[config.mk]
export PLATFORM = sky130hd
export DESIGN_NAME = dmem_arbiter
export DESIGN_NICKNAME = d
export VERILOG_FILES = /design/src/rtl/dmem_arbiter.sv
export SDC_FILE = /design/constraint.sdc
export NUM_CORES = 1
export LEC_CHECK = 0
export ABC_AREA = 0
export CAP_MARGIN = 5
export CORE_AREA = 2 2 117 119
export CTS_BUF_LIST = sky130_fd_sc_hd__clkbuf_4
export DETAILED_ROUTE_END_ITERATION = 8
export DIE_AREA = 0 0 119 121
export GPL_ROUTABILITY_DRIVEN = 1
export PLACE_DENSITY = 0.82
export SLEW_MARGIN = 20
export SYNTH_ARGS = -nofsm -noshare
export SYNTH_HDL_FRONTEND = slang
export SYNTH_SLANG_ARGS = --single-unit
export TNS_END_PERCENT = 1
[constraint.sdc]
create_clock -name CLK -period 6.2 [get_ports CLK]
set_clock_uncertainty 0.1 [all_clocks]
set_input_delay 0.62 -clock CLK [delete_from_list [all_inputs] [get_ports CLK]]
set_output_delay 0.62 -clock CLK [all_outputs]
set_load 0.02 [all_outputs]
[src/rtl/dmem_arbiter.sv]
// dmem_arbiter: shares one single-port data memory between requester A (datapath)
//   and requester B (debug/loader) with round-robin fairness, one transaction at a time.
// Latency: req sampled in IDLE -> ACCESS next cycle -> one-cycle ack pulse the cycle after
//   (2 cycles from the sampling edge to ack). Alternating A/B: 2 cycles per transaction.
// Backpressure: req/ack handshake; a requester holds req and its command stable until its
//   ack. The losing requester simply waits, and is served right after the winner's transaction.
//
// Ports:
//   CLK, reset               clock (rising edge), asynchronous active-high reset
//   a_req/a_we/a_adrs/a_wd   requester A command (held until a_ack)
//   a_ack/a_rdata            A completion pulse and read data (valid with a_ack)
//   b_*                      same as A, for requester B
//   mem_we/mem_adrs/mem_wd   drive the dMem write enable, address and write data
//   mem_rdata                dMem combinational read data
//   busy                     high whenever a transaction is in flight (not IDLE)

module dmem_arbiter #(
  parameter int AW = 32,
  parameter int DW = 32
) (
  input  logic          CLK,
  input  logic          reset,

  input  logic          a_req,
  input  logic          a_we,
  input  logic [AW-1:0] a_adrs,
  input  logic [DW-1:0] a_wd,
  output logic          a_ack,
  output logic [DW-1:0] a_rdata,

  input  logic          b_req,
  input  logic          b_we,
  input  logic [AW-1:0] b_adrs,
  input  logic [DW-1:0] b_wd,
  output logic          b_ack,
  output logic [DW-1:0] b_rdata,

  output logic          mem_we,
  output logic [AW-1:0] mem_adrs,
  output logic [DW-1:0] mem_wd,
  input  logic [DW-1:0] mem_rdata,

  output logic          busy
);

  typedef enum logic [1:0] {
    IDLE   = 2'd0,
    ACCESS = 2'd1,
    RESP   = 2'd2
  } state_t;

  // Requester encoding for gnt/last: 0 = A, 1 = B.
  state_t        state_q, state_d;
  logic          gnt_q, gnt_d;
  logic          last_q, last_d;
  logic          cmd_we_q, cmd_we_d;
  logic [AW-1:0] cmd_adrs_q, cmd_adrs_d;
  logic [DW-1:0] cmd_wd_q, cmd_wd_d;
  logic [DW-1:0] rdata_q, rdata_d;

  // Requests that may win this cycle's arbitration.
  logic elig_a;
  logic elig_b;
  logic pick_b;

  always_comb begin
    state_d    = state_q;
    gnt_d      = gnt_q;
    last_d     = last_q;
    cmd_we_d   = cmd_we_q;
    cmd_adrs_d = cmd_adrs_q;
    cmd_wd_d   = cmd_wd_q;
    rdata_d    = rdata_q;
    elig_a     = 1'b0;
    elig_b     = 1'b0;
    pick_b     = 1'b0;

    case (state_q)
      IDLE: begin
        elig_a = a_req;
        elig_b = b_req;
      end
      ACCESS: begin
        // dMem read is combinational; capture it at the closing edge. On a
        // write this is the pre-write contents, since dMem commits on the same edge.
        rdata_d = mem_rdata;
        state_d = RESP;
      end
      RESP: begin
        // The requester being acked still shows the req of the finished
        // transaction, so only the other side can be granted here.
        elig_a  = a_req & gnt_q;
        elig_b  = b_req & ~gnt_q;
        state_d = IDLE;
      end
      default: begin
        state_d = IDLE;
      end
    endcase

    // Single request wins outright; a tie goes to whoever was not served last.
    pick_b = elig_b & (~elig_a | ~last_q);

    if (elig_a | elig_b) begin
      state_d    = ACCESS;
      gnt_d      = pick_b;
      last_d     = pick_b;
      cmd_we_d   = pick_b ? b_we   : a_we;
      cmd_adrs_d = pick_b ? b_adrs : a_adrs;
      cmd_wd_d   = pick_b ? b_wd   : a_wd;
    end
  end

  always_ff @(posedge CLK or posedge reset) begin
    if (reset) begin
      state_q    <= IDLE;
      gnt_q      <= 1'b0;
      last_q     <= 1'b1;  // B counts as last served, so A wins the first tie
      cmd_we_q   <= 1'b0;
      cmd_adrs_q <= '0;
      cmd_wd_q   <= '0;
      rdata_q    <= '0;
    end else begin
      state_q    <= state_d;
      gnt_q      <= gnt_d;
      last_q     <= last_d;
      cmd_we_q   <= cmd_we_d;
      cmd_adrs_q <= cmd_adrs_d;
      cmd_wd_q   <= cmd_wd_d;
      rdata_q    <= rdata_d;
    end
  end

  // Write enable is qualified by state so that an asynchronous reset during
  // ACCESS removes it before the closing edge and the write is never committed.
  assign mem_we   = (state_q == ACCESS) & cmd_we_q;
  assign mem_adrs = cmd_adrs_q;
  assign mem_wd   = cmd_wd_q;

  assign a_ack    = (state_q == RESP) & ~gnt_q;
  assign b_ack    = (state_q == RESP) &  gnt_q;
  assign a_rdata  = rdata_q;
  assign b_rdata  = rdata_q;

  assign busy     = (state_q != IDLE);

  ack_exclusive: assert property (@(posedge CLK) disable iff (reset) !(a_ack && b_ack));
  ack_one_cycle: assert property (@(posedge CLK) disable iff (reset)
                                  (a_ack |=> !a_ack) and (b_ack |=> !b_ack));

endmodule

==> qor.txt <==
Routed wire length: 16.5 mm
Mean area per synthesized cell: 9.15 µm²
Peak supply drop: 0.000204 V
P per Cell Area: 503 nW/µm²
Final Hold Fails: 0
Initial antenna violation count: 1
Leakage power total: 3.67 nW
Number of setup buffers added after CTS: 0
Total CTS buffers: 9
CP Max Fanout: 10
Initial Util: 38.8%
Slew HR: 49.3%
Final Non-Filler Cells: 979
Tot GR Track Use: 22.8%
Ys flop type: dfrtp_1
Antenna Violating Nets Remaining: 0
CP Cell Sequence: nor3b_1 -> clkdlybuf4s50_1
Measured slew at the worst slew-check pin: 0.761 ns
Hold Buf Count CTS: 0
Design Power: 4.06 mW
First-pass GRT wire length: 25.6 mm
PostCTS Resize Cnt: 0
DRT Pass-1 Iters: 4
Crit path arrival time: 2.00 ns
Slowest cell on crit path: clkdlybuf4s50_1
Critical Path RT: 5.48 ns
Final net count: 964
Worst path bufs/invs: 1
Synthesized flop and latch total: 101
H-tree Lvls: 3
Cells after Synth: 555
Rows: 42
Synth area leader: dfrtp_1
Setup WS pre-CTS: 3.03 ns
Maximum root-to-sink buffer count: 2
Top cells by area, synth: dfrtp_1 (49%), inv_1 (9.9%), nand4_1 (8.0%), o221ai_1 (7.8%), nand2_1 (7.2%)
Setup crit end kind: primary output
CP peak stage delay: 0.68 ns
Tmin final: 2.72 ns
Clock root buffer master: clkbuf_4
Largest net degree at the start of global routing: 68
CTS tree: yes
Final period util: 43.9%
Syn nets: 721
Yosys top cell area share: 49.3%
Unrepaired setup endpoints after global routing: false
Worst hold path type: flip-flop to flip-flop
DRC: 0
Total I/O pin count: 298
Die width: 119 µm
DRT iter0 DRCs: 367
Final Setup Violations: 0
Post-synth ARST share: 100%
Post-synthesis sequential area ratio: 49.8%
EDFF count, synth: 0
Setup TNS: 0 ns
Clock slew seen by the registers of the worst setup and hold paths: 0.14 ns
Overflow after GRT: 0
Die area: 14,400 µm²
Area grow syn2layout: 58.7%
Routed len/inst: 16.8 µm
Vias in the first global route: 4,758
Mapped Area: 5080 µm²
Via count: 4,888
Avg Vias per Cell: 4.99
Max cap viols: 0
Slew Limit Fails: 0
CTS Sinks: 101
Placed Instances: 963
Fraction of final layout cells sized beyond drive strength 1: 6.23%
Insertion delay of the later-clocked pin in the worst-skew pair: 0.48 ns
Synth warn: 0
Kind of start point of the critical path: flip-flop
Crit Path Class: flip-flop to primary output
DP Wirelength: 11.9 mm
Die height: 121 µm
Core Area: 13,100 µm²
Max Freq: 367 MHz
Fin worst setup slack: 3.48 ns
Outcome: finished, final reports clean
Placer Congestion: 0.798
Port bufs: 297
Min Hold Slack: 0.420 ns
Fill count: 1,115
Distinct cells, synth: 25
Cell family with most CP delay: buffers and inverters
[worst min-delay path: cells and delay by family (launching register included)]
family / cells / cell delay, ns
DFF: 1 / 0.39
and+or+nand+nor: 2 / 0.12
[registers in the layout, indices dropped and copies added (netlist names)]
signal	count
cmd_we_q	1
gnt_q	1
mem_adrs	32
mem_wd	32
state_q	2
a_rdata	32
last_q	1
[cells in the final DEF, fill, tap and decap left out]
cell and n:
bufinv_16 1, nor2b_4 1, nand4_1 65, clkinv_2 2
a31oi_1 1, buf_8 1, nand2_2 1, nand2_1 96
nand2b_1 2, clkdlybuf4s50_1 297, nor2b_1 1, nand3b_1 2
clkbuf_4 9, o21ai_0 2, or2_2 1, nor3b_1 2
o221ai_1 45, o221ai_2 20, diode_2 1, dfrtp_1 100
buf_4 9, a211oi_4 1, clkinvlp_4 1, o311ai_4 1
mux2i_1 1, dfstp_2 1, inv_4 1, inv_1 133
nor2_1 2, nand3_1 1, clkinv_1 2
[Yosys cell counts, types with 2 or more instances]
cell and count:
buf_2 14, inv_1 134, nand3b_1 2, dfrtp_1 100, nor2b_1 2, nor3b_1 2
buf_4 36, nor2_1 2, buf_1 2, o221ai_1 45, o221ai_2 20, nand2_1 97
o21ai_0 2, buf_6 2, nand4_1 65, clkbuf_1 20, nand2b_1 2
[where the power goes]
group          total [mW]  internal, mW  switching [mW]  leakage [nW]
Sequential           1.22         0.990           0.230          1.23
Combinational        2.49          1.14            1.36          2.37
Clock               0.341         0.117           0.224        0.0666
Total                4.06          2.24            1.81          3.67
[cell families after synthesis]
family | after synthesis | share of synthesized area (%)
buffers and inverters | 209 | 18.8
AOI/OAI and AO/OA | 70 | 14.6
and+or+nand+nor | 174 | 16.6
muxes | 1 | 0.197
DFF | 101 | 49.8
[stage by stage]
step / util (%) / instance area, µm²
2_1_floorplan: - / 5080
3_3_place_gp: 60.5 / 7920
3_5_place_dp: 60.6 / 7930
4_1_cts: 61.6 / 8050
5_1_grt: 61.6 / 8060
6_report: 61.6 / 8060
[layout make-up]
type	count	area (µm²)	area share [%]
well taps	176	220	2.73
diodes	1	2.50	0.0311
inverters	134	505	6.27
repair buffers	307	3060	37.9
clock buffers	9	67.6	0.839
flip-flops and latches	101	2530	31.4
multi-input cells	245	1620	20.1
clock inverters	6	55.1	0.683
[path summary, 6_finish.rpt]
path                            cells after the start  slack, ns  startpoint           end
worst max-delay path                                2       3.48  state_q[1]         b_ack
worst min-delay path                                2       0.42  a_rdata[1]    a_rdata[1]
min in group asynchronous                           2       0.47       reset  mem_adrs[27]
worst max register to register                      3       3.74  state_q[1]    mem_wd[22]
max in group asynchronous                           3       4.41       reset   a_rdata[16]
worst min register to register                      2       0.42  a_rdata[1]    a_rdata[1]
[per-layer routing]
layer  vias to the layer above  share of wire [%]  GRT usage (%)
met2                       213                 51           39.4
met4                         0                2.8           8.93
met5                         -                  0              0
li1                       2308                  -              -
met1                      2337                 39           26.9
met3                        30                7.5           6.34
Power figures use the tool's default switching activity.
